--- config.mk ---
export PLATFORM = sky130hd
export DESIGN_NAME = mem_access_flat
export DESIGN_NICKNAME = d
export VERILOG_FILES = /design/src/rtl/mem_access_if.sv /design/src/rtl/mem_access.sv /design/src/flat_wrapper.sv
export SDC_FILE = /design/constraint.sdc
export NUM_CORES = 1
export LEC_CHECK = 0
export BUFFER_PORTS_ARGS = -buffer_cell sky130_fd_sc_hd__buf_2
export CAP_MARGIN = 40
export CORE_AREA = 10 10 105 107
export DETAILED_ROUTE_END_ITERATION = 8
export DIE_AREA = 0 0 115 117
export PLACE_DENSITY_LB_ADDON = 0.2
export SKIP_CTS_REPAIR_TIMING = 1
export SLEW_MARGIN = 20
export SYNTH_ARGS = -nofsm -noshare
export SYNTH_HDL_FRONTEND = slang
export SYNTH_SLANG_ARGS = --single-unit
--- constraint.sdc ---
create_clock -name clk -period 6.07 [get_ports clk]
set_clock_uncertainty 0.05 [all_clocks]
set_input_delay 0.3035 -clock clk [delete_from_list [all_inputs] [get_ports clk]]
set_output_delay 0.3035 -clock clk [all_outputs]
set_load 0.02 [all_outputs]
--- src/rtl/mem_access_if.sv ---
// mem_access_if: data-bus handshake between the memory stage and the data memory.
//
//   dreq_valid     request valid, held until dresp_addr_ok
//   dreq_addr      byte address (word-aligned for LWL/LWR/SWL/SWR)
//   dreq_size      0=1B, 1=2B, 2=4B
//   dreq_strobe    byte write enables, all zero for reads
//   dreq_data      store data already placed on its byte lanes
//   dresp_addr_ok  request accepted
//   dresp_data_ok  read data / write completion this cycle
//   dresp_data     read data word
//
// Modports: master (mem_access side) and slave (memory side).
interface mem_access_if;
  logic        dreq_valid;
  logic [31:0] dreq_addr;
  logic [2:0]  dreq_size;
  logic [3:0]  dreq_strobe;
  logic [31:0] dreq_data;
  logic        dresp_addr_ok;
  logic        dresp_data_ok;
  logic [31:0] dresp_data;

  modport master (
    output dreq_valid,
    output dreq_addr,
    output dreq_size,
    output dreq_strobe,
    output dreq_data,
    input  dresp_addr_ok,
    input  dresp_data_ok,
    input  dresp_data
  );

  modport slave (
    input  dreq_valid,
    input  dreq_addr,
    input  dreq_size,
    input  dreq_strobe,
    input  dreq_data,
    output dresp_addr_ok,
    output dresp_data_ok,
    output dresp_data
  );
endinterface

--- src/rtl/mem_access.sv ---
// mem_access: memory-stage data-access unit.
//
// Runs the data-bus handshake for loads and stores coming out of execute, builds byte strobes
// and lane-placed store data, formats load results (sign/zero extension, LWL/LWR merge) and
// flags address-error exceptions. Holds earlier stages with o_stall while an access is in
// flight.
//
// Ports:
//   clk, rst      pipeline clock, asynchronous active-high reset
//   i_valid       instruction present in M
//   i_op          MIPS primary opcode
//   i_rm, i_wm    memory read / write requested
//   i_addr        effective address
//   i_wdata       rt value: store data or old rt for the LWL/LWR merge
//   i_kill        flush from a later stage
//   i_adv         pipeline advances M to W this cycle
//   o_stall       hold earlier stages
//   o_valid       access completed, o_rdata valid
//   o_rdata       formatted load result (0 for stores)
//   o_adel/o_ades load / store address error
//   o_badvaddr    faulting address
//   bus           data-bus master (mem_access_if.master)
//
// Build option: define MEM_UNALIGNED_LR_EN to support LWL/LWR/SWL/SWR. Without it those
// opcodes raise an address error and never reach the bus.
module mem_access (
  input  logic         clk,
  input  logic         rst,
  input  logic         i_valid,
  input  logic [5:0]   i_op,
  input  logic         i_rm,
  input  logic         i_wm,
  input  logic [31:0]  i_addr,
  input  logic [31:0]  i_wdata,
  input  logic         i_kill,
  input  logic         i_adv,
  output logic         o_stall,
  output logic         o_valid,
  output logic [31:0]  o_rdata,
  output logic         o_adel,
  output logic         o_ades,
  output logic [31:0]  o_badvaddr,
  mem_access_if.master bus
);

  localparam logic [5:0] OpLb  = 6'h20;
  localparam logic [5:0] OpLh  = 6'h21;
  localparam logic [5:0] OpLwl = 6'h22;
  localparam logic [5:0] OpLw  = 6'h23;
  localparam logic [5:0] OpLbu = 6'h24;
  localparam logic [5:0] OpLhu = 6'h25;
  localparam logic [5:0] OpLwr = 6'h26;
  localparam logic [5:0] OpSb  = 6'h28;
  localparam logic [5:0] OpSh  = 6'h29;
  localparam logic [5:0] OpSwl = 6'h2A;
  localparam logic [5:0] OpSw  = 6'h2B;
  localparam logic [5:0] OpSwr = 6'h2E;

  typedef enum logic [1:0] {StIdle, StReq, StWait, StDone} state_e;

  state_e      r_state;
  logic        r_killed;
  logic        r_valid;
  logic [31:0] r_rdata;

  logic [1:0]  w_k;
  logic        w_half_op;
  logic        w_word_op;
  logic        w_lr_op;
  logic        w_misaln;
  logic        w_lr_fault;
  logic        w_fault;
  logic        w_mem;
  logic        w_launch;
  logic        w_kill_any;

  logic [31:0] w_byte_sh;
  logic [31:0] w_half_sh;
  logic [7:0]  w_byte;
  logic [15:0] w_half;
  logic [31:0] w_fmt;

  logic [31:0] w_req_addr;
  logic [2:0]  w_req_size;
  logic [3:0]  w_req_strobe;
  logic [31:0] w_req_data;

  assign w_k = i_addr[1:0];

  // ---------------------------------------------------------------------------------------------
  // Decode and exceptions
  // ---------------------------------------------------------------------------------------------
  assign w_half_op = (i_op == OpLh) || (i_op == OpLhu) || (i_op == OpSh);
  assign w_word_op = (i_op == OpLw) || (i_op == OpSw);
  assign w_lr_op   = (i_op == OpLwl) || (i_op == OpLwr) || (i_op == OpSwl) || (i_op == OpSwr);

  assign w_misaln = (w_half_op && i_addr[0]) || (w_word_op && (w_k != 2'b00));

`ifdef MEM_UNALIGNED_LR_EN
  assign w_lr_fault = 1'b0;
`else
  // Without the unaligned-word feature these opcodes are reported as address errors.
  assign w_lr_fault = w_lr_op;
`endif

  assign w_fault    = w_misaln || w_lr_fault;
  assign w_mem      = i_valid && (i_rm || i_wm);
  assign o_adel     = w_mem && w_fault && i_rm;
  assign o_ades     = w_mem && w_fault && i_wm;
  assign o_badvaddr = i_addr;

  // Reset gates launch so the bus request drops in the same cycle reset is raised.
  assign w_launch   = w_mem && !w_fault && !i_kill && !rst;
  assign w_kill_any = r_killed || i_kill;

  // ---------------------------------------------------------------------------------------------
  // Request fields: combinational from the held M-stage inputs
  // ---------------------------------------------------------------------------------------------
  always_comb begin
    w_req_addr   = i_addr;
    w_req_size   = 3'd2;
    w_req_strobe = 4'b0000;
    w_req_data   = i_wdata;
    unique case (i_op)
      OpLb, OpLbu: begin
        w_req_size = 3'd0;
      end
      OpSb: begin
        w_req_size   = 3'd0;
        w_req_strobe = 4'b0001 << w_k;
        w_req_data   = {24'h0, i_wdata[7:0]} << {w_k, 3'b000};
      end
      OpLh, OpLhu: begin
        w_req_size = 3'd1;
      end
      OpSh: begin
        w_req_size   = 3'd1;
        w_req_strobe = 4'b0011 << {i_addr[1], 1'b0};
        w_req_data   = {16'h0, i_wdata[15:0]} << {i_addr[1], 4'b0000};
      end
      OpSw: begin
        w_req_strobe = 4'b1111;
      end
      OpLwl, OpLwr: begin
        w_req_addr = {i_addr[31:2], 2'b00};
      end
      OpSwl: begin
        // (1 << (k+1)) - 1 == 4'b1111 >> (3-k); the high bytes of rt land at the low lanes.
        w_req_addr   = {i_addr[31:2], 2'b00};
        w_req_strobe = 4'b1111 >> (~w_k);
        w_req_data   = i_wdata >> {~w_k, 3'b000};
      end
      OpSwr: begin
        w_req_addr   = {i_addr[31:2], 2'b00};
        w_req_strobe = 4'b1111 << w_k;
        w_req_data   = i_wdata << {w_k, 3'b000};
      end
      default: begin
        // LW and anything unrecognised: full-word read.
      end
    endcase
  end

  assign bus.dreq_addr   = w_req_addr;
  assign bus.dreq_size   = w_req_size;
  assign bus.dreq_strobe = w_req_strobe;
  assign bus.dreq_data   = w_req_data;

  // ---------------------------------------------------------------------------------------------
  // Load formatting from the response word
  // ---------------------------------------------------------------------------------------------
  assign w_byte_sh = bus.dresp_data >> {w_k, 3'b000};
  assign w_half_sh = bus.dresp_data >> {i_addr[1], 4'b0000};
  assign w_byte    = w_byte_sh[7:0];
  assign w_half    = w_half_sh[15:0];

`ifdef MEM_UNALIGNED_LR_EN
  logic [31:0] w_lwl_mask;
  logic [31:0] w_lwl;
  logic [31:0] w_lwr;

  // rt bytes kept by LWL; none survive when k=3.
  always_comb begin
    unique case (w_k)
      2'd0:    w_lwl_mask = 32'h00FF_FFFF;
      2'd1:    w_lwl_mask = 32'h0000_FFFF;
      2'd2:    w_lwl_mask = 32'h0000_00FF;
      default: w_lwl_mask = 32'h0000_0000;
    endcase
  end

  assign w_lwl = (bus.dresp_data << {~w_k, 3'b000}) | (i_wdata & w_lwl_mask);
  assign w_lwr = (bus.dresp_data >> {w_k, 3'b000}) |
                 (i_wdata & ~(32'hFFFF_FFFF >> {w_k, 3'b000}));
`endif

  always_comb begin
    w_fmt = 32'h0;
    unique case (i_op)
      OpLb:    w_fmt = {{24{w_byte[7]}}, w_byte};
      OpLbu:   w_fmt = {24'h0, w_byte};
      OpLh:    w_fmt = {{16{w_half[15]}}, w_half};
      OpLhu:   w_fmt = {16'h0, w_half};
      OpLw:    w_fmt = bus.dresp_data;
`ifdef MEM_UNALIGNED_LR_EN
      OpLwl:   w_fmt = w_lwl;
      OpLwr:   w_fmt = w_lwr;
`endif
      default: w_fmt = 32'h0;
    endcase
  end

  // ---------------------------------------------------------------------------------------------
  // Handshake FSM
  // ---------------------------------------------------------------------------------------------
  always_ff @(posedge clk or posedge rst) begin
    if (rst) begin
      r_state  <= StIdle;
      r_killed <= 1'b0;
      r_valid  <= 1'b0;
      r_rdata  <= 32'h0;
    end else begin
      unique case (r_state)
        StIdle: begin
          r_killed <= 1'b0;
          r_valid  <= 1'b0;
          if (w_launch) begin
            if (bus.dresp_addr_ok && bus.dresp_data_ok) begin
              r_state <= StDone;
              r_valid <= 1'b1;
              r_rdata <= w_fmt;
            end else if (bus.dresp_addr_ok) begin
              r_state <= StWait;
            end else begin
              r_state <= StReq;
            end
          end
        end
        StReq: begin
          // The request stays up through a kill; the bus must see it accepted.
          if (bus.dresp_addr_ok && bus.dresp_data_ok) begin
            r_killed <= 1'b0;
            if (w_kill_any) begin
              r_state <= StIdle;
            end else begin
              r_state <= StDone;
              r_valid <= 1'b1;
              r_rdata <= w_fmt;
            end
          end else begin
            r_killed <= w_kill_any;
            if (bus.dresp_addr_ok) begin
              r_state <= StWait;
            end
          end
        end
        StWait: begin
          if (bus.dresp_data_ok) begin
            r_killed <= 1'b0;
            if (w_kill_any) begin
              r_state <= StIdle;
            end else begin
              r_state <= StDone;
              r_valid <= 1'b1;
              r_rdata <= w_fmt;
            end
          end else begin
            r_killed <= w_kill_any;
          end
        end
        StDone: begin
          if (i_kill || i_adv) begin
            r_state <= StIdle;
            r_valid <= 1'b0;
          end
        end
        default: begin
          r_state <= StIdle;
        end
      endcase
    end
  end

  // IDLE raises request and stall in the launch cycle itself; REQ and WAIT hold the pipeline
  // until the transaction drains, including killed ones.
  assign bus.dreq_valid = ((r_state == StIdle) && w_launch) || (r_state == StReq);
  assign o_stall        = ((r_state == StIdle) && w_launch) || (r_state == StReq) ||
                          (r_state == StWait);
  assign o_valid        = r_valid;
  assign o_rdata        = r_rdata;

endmodule
--- src/flat_wrapper.sv ---
// flat-port wrapper written by rule: the top's interface ports become plain ports
module mem_access_flat 
  (clk, rst, i_valid, i_op, i_rm, i_wm, i_addr, i_wdata, i_kill, i_adv, o_stall, o_valid, o_rdata, o_adel, o_ades, o_badvaddr, bus_dreq_valid, bus_dreq_addr, bus_dreq_size, bus_dreq_strobe, bus_dreq_data, bus_dresp_addr_ok, bus_dresp_data_ok, bus_dresp_data);
  mem_access_if bus_i ();
  input  logic clk;
  input  logic rst;
  input  logic i_valid;
  input  logic [5:0] i_op;
  input  logic i_rm;
  input  logic i_wm;
  input  logic [31:0] i_addr;
  input  logic [31:0] i_wdata;
  input  logic i_kill;
  input  logic i_adv;
  output logic o_stall;
  output logic o_valid;
  output logic [31:0] o_rdata;
  output logic o_adel;
  output logic o_ades;
  output logic [31:0] o_badvaddr;
  output wire logic [$bits(bus_i.dreq_valid)-1:0] bus_dreq_valid;
  output wire logic [$bits(bus_i.dreq_addr)-1:0] bus_dreq_addr;
  output wire logic [$bits(bus_i.dreq_size)-1:0] bus_dreq_size;
  output wire logic [$bits(bus_i.dreq_strobe)-1:0] bus_dreq_strobe;
  output wire logic [$bits(bus_i.dreq_data)-1:0] bus_dreq_data;
  input wire logic [$bits(bus_i.dresp_addr_ok)-1:0] bus_dresp_addr_ok;
  input wire logic [$bits(bus_i.dresp_data_ok)-1:0] bus_dresp_data_ok;
  input wire logic [$bits(bus_i.dresp_data)-1:0] bus_dresp_data;
  assign bus_dreq_valid = bus_i.dreq_valid;
  assign bus_dreq_addr = bus_i.dreq_addr;
  assign bus_dreq_size = bus_i.dreq_size;
  assign bus_dreq_strobe = bus_i.dreq_strobe;
  assign bus_dreq_data = bus_i.dreq_data;
  assign bus_i.dresp_addr_ok = bus_dresp_addr_ok;
  assign bus_i.dresp_data_ok = bus_dresp_data_ok;
  assign bus_i.dresp_data = bus_dresp_data;
  mem_access u_core (.clk(clk), .rst(rst), .i_valid(i_valid), .i_op(i_op), .i_rm(i_rm), .i_wm(i_wm), .i_addr(i_addr), .i_wdata(i_wdata), .i_kill(i_kill), .i_adv(i_adv), .o_stall(o_stall), .o_valid(o_valid), .o_rdata(o_rdata), .o_adel(o_adel), .o_ades(o_ades), .o_badvaddr(o_badvaddr), .bus(bus_i));
endmodule
==> impl_metrics.py <==
metrics = {
    "setup_path": {
        "crit_chain": "buf_2 > nor2b_1 > inv_1 > a21oi_1 > nand2_1 > a221o_1 > buf_2",
        "crit_required_ns": 5.72,
        "worstSetupEndpointType": "output port",
        "worst-path-buf-inv": 3,
        "cp.depth": 7,
        "cp_max_fo": 40,
        "critical_path.top_delay_family": "simple AND/OR/NAND/NOR gates",
        "slowest_delay_ns": 0.70,
        "crit_top_cell": "buf_2",
        "crit_slowest_cell": "nor2b_1",
        "worst-setup-path-type": "in -> out",
        "start_kind": "primary input",
        "r2r_cells": 7,
        "worstPathArrival_ns": 3.00,
    },
    "sta": {
        "fin_setup_tns_ns": 0,
        "setup_viol": 0,
        "hold_viol": 0,
        "rsz0062_at_grt": "false",
        "max_slew_margin_pct": 46.73,
        "layout_min_cycle_time_ns": 3.355,
        "finalCritPeriodShare_pct": 55.27,
        "fmax_mhz": 298.1,
        "slew_viol_final": 0,
        "tightest_slew_ns": 0.7948,
    },
    "power_and_ir_drop": {
        "power_switching_uw": 494.6,
        "power_density_nw_per_um2": 253.6,
        "ir_drop_mv": 0.1827,
        "pwr-share-comb_pct": 54.9,
        "pwr-share-seq_pct": 27.0,
        "swShare_pct": 41.56,
        "p_int_uw": 695.5,
        "power.share.clock_pct": 18.1,
        "leakagePower_nw": 2.453,
    },
    "place": {
        "gp_congestion": 0.8893,
        "port_buffers": 159,
        "dpl.hpwl_mm": 10.88,
    },
    "routing": {
        "vias_per_cell": 5.977,
        "drt.antenna.violating_nets": 0,
        "drt_iter0_drc": 363,
        "drt-wirelength-per-cell_um": 21.00,
        "wl_mm": 13.76,
        "drcViolationCount": 0,
        "vias": 3915,
        "drt-pass1-iter-count": 5,
    },
    "synthesis": {
        "avgSynthCellArea_sq_um": 9.166,
        "syn_inst": 460,
        "yosysMostFrequentCell": "buf_4",
        "yosys-top-cells-area": "dfrtp_1 (21%), buf_4 (12%), mux2_4 (11%)",
        "ys_types": 55,
        "async_flop_share_pct": 100.0,
        "yosys.area.top_type": "dfrtp_1",
        "synth_warnings": 0,
        "yosysTopAreaCellShare_pct": 21.36,
        "ys.flop_type": "dfrtp_1",
        "synth_commonest_cells": "buf_4 (68), dfrtp_1 (36), mux2_4 (30), nand2_1 (26), o21ai_0 (26)",
        "synth_seq_cells": 36,
        "syn-cell-area_sq_um": 4217,
        "syn_nets": 576,
        "synth-edff-count": 0,
        "yosysSeqAreaShare_pct": 21.36,
    },
    "clock_network": {
        "clkLatencyLatePin_ns": 0.29,
        "cts_buffer_depth": 2,
        "cts_tree": "yes",
        "clock_sinks": 36,
        "cts.clk_slew.worst_paths_ns": 0.07,
        "htree_levels": 2,
        "cts_buffers": 5,
        "clock-root-buffer": "clkbuf_8",
    },
    "die": {
        "die_w_um": 115,
        "die-area_sq_um": 13460,
        "start_util_pct": 46.74,
        "fp.dieH_um": 117,
        "core_area_sq_um": 9021,
        "rows": 35,
        "io_pins": 251,
    },
    "finish": {
        "antenna_cells": 0,
        "multi_input_area_sq_um": 2634,
        "nFillCells": 872,
        "final_net_count": 659,
        "register_area_sq_um": 900.9,
        "drive_gt1_share_pct": 41.91,
        "postLayoutCoreUtil_pct": 52.01,
        "area_growth_pct": 11.28,
    },
    "global_route": {
        "grt_pass1_vias": 3967,
        "antenna_found_initial": 0,
        "grt_overflow": 0,
        "grt_max_degree": 41,
        "grt_usage_pct": 18.94,
        "grt_pass1_wl_mm": 21.11,
    },
    "worst_hold_path": {
        "hp-class": "in -> async",
    },
    "status": {
        "outcome": "finished clean",
    },
    "run": {
        "drv_cap": 0,
    },
}
==> layout by cell type (no fill, tap or decap), drive strengths merged, types with 4 or more instances in the layout <==
master,synthesis,layout
nand4,4,4
nand2,27,27
a21oi,12,12
and3,5,5
a21o,17,17
a22o,13,13
o21ai,28,28
nor4,4,4
nand2b,8,8
inv,8,8
buf,82,167
nor3,9,9
nor2b,11,11
clkbuf,9,5
and2,10,10
mux2,36,36
a221o,24,24
a22oi,10,10
o2bb2ai,12,12
ha,5,5
nor2,23,23
dfrtp,36,36
mux2i,18,18
nand3,11,11
mux4,6,6
==> worst reg2reg max path, delay by kind of cell, from the launching register on <==
kind | cells | cell delay, ns
buffers and inverters | 2 | 0.54
AO/OA/AOI/OAI | 2 | 0.25
AND/OR/NAND/NOR | 1 | 0.52
multiplexers | 1 | 0.39
adder cells (fa/ha/maj) | 1 | 0.27
flip-flops | 1 | 0.40
==> registers in the layout, indices dropped and copies added, names as in the netlist <==
signal and cells:
u_core.o_valid 1, u_core.o_rdata 32, u_core.r_state 2, u_core.r_killed 1
==> kinds of logic after synthesis <==
| kind of cell | synth area share (%) |
|---|---|
| AND/OR/NAND/NOR | 15.93 |
| adder cells (fa/ha/maj) | 1.484 |
| other | 0.08894 |
| flip-flops | 21.36 |
| AO/OA/AOI/OAI | 24.84 |
| multiplexers | 19.76 |
| buffers and inverters | 16.53 |
==> through the flow <==
stage | setup slack [ns] | cell area, sq um | cells | hold slack (ns) | total power [mW]
2_1_floorplan | 4.070 | 4217 | 460 | 0.4058 | 0.9044
3_3_place_gp | 2.684 | 4537 | 643 | 0.3963 | 0.9683
3_5_place_dp | 2.688 | 4561 | 646 | 0.4020 | 0.9783
4_1_cts | 2.672 | 4672 | 654 | 0.08077 | 1.197
5_1_grt | 2.491 | 4692 | 655 | 0.1007 | 1.269
6_report | 2.715 | 4692 | 655 | 0.05658 | 1.190
==> power groups by stage <==
stage | registers (mW) | logic [mW] | clock network (mW)
5_1_grt | 0.329 | 0.705 | 0.235
3_3_place_gp | 0.328 | 0.641 | 0
2_1_floorplan | 0.366 | 0.539 | 0
6_report | 0.322 | 0.653 | 0.215
3_5_place_dp | 0.326 | 0.652 | 0
4_1_cts | 0.322 | 0.655 | 0.220
==> final cells by class <==
| class | count | area share, % |
|---|---|---|
| multi-input combinational | 323 | 56.13 |
| sequential | 36 | 19.20 |
| timing repair buffer | 167 | 18.53 |
| tap | 111 | 2.960 |
| clock buffer | 5 | 1.467 |
| clock inverter | 3 | 0.9067 |
| inverter | 10 | 0.8000 |
==> worst paths after layout <==
kind | from | end | slack, ns
min reg2reg | u_core.o_rdata[23]$_DFFE_PP0P_ | u_core.o_rdata[23]$_DFFE_PP0P_ | 0.46
max reg2reg | u_core.r_state[0]$_DFFE_PP0P_ | u_core.o_rdata[17]$_DFFE_PP0P_ | 3.55
min in group clk | bus_dresp_data[19] | u_core.o_rdata[19]$_DFFE_PP0P_ | 0.30
max | i_addr[1] | bus_dreq_data[15] | 2.71
max in group asynchronous | rst | u_core.o_rdata[30]$_DFFE_PP0P_ | 5.57
min | rst | u_core.o_valid$_DFFE_PP0P_ | 0.06
==> routing by layer <==
| layer | vias to the layer above | wire, um | global-route usage, % |
|---|---|---|---|
| met2 | 196 | 6601 | 31.04 |
| met3 | 31 | 1273 | 5.607 |
| li1 | 1831 | - | - |
| met1 | 1857 | 5681 | 23.43 |
| met5 | - | 0 | 0 |
| met4 | 0 | 200 | 5.693 |
No activity file was read; power rests on OpenSTA's default activity.
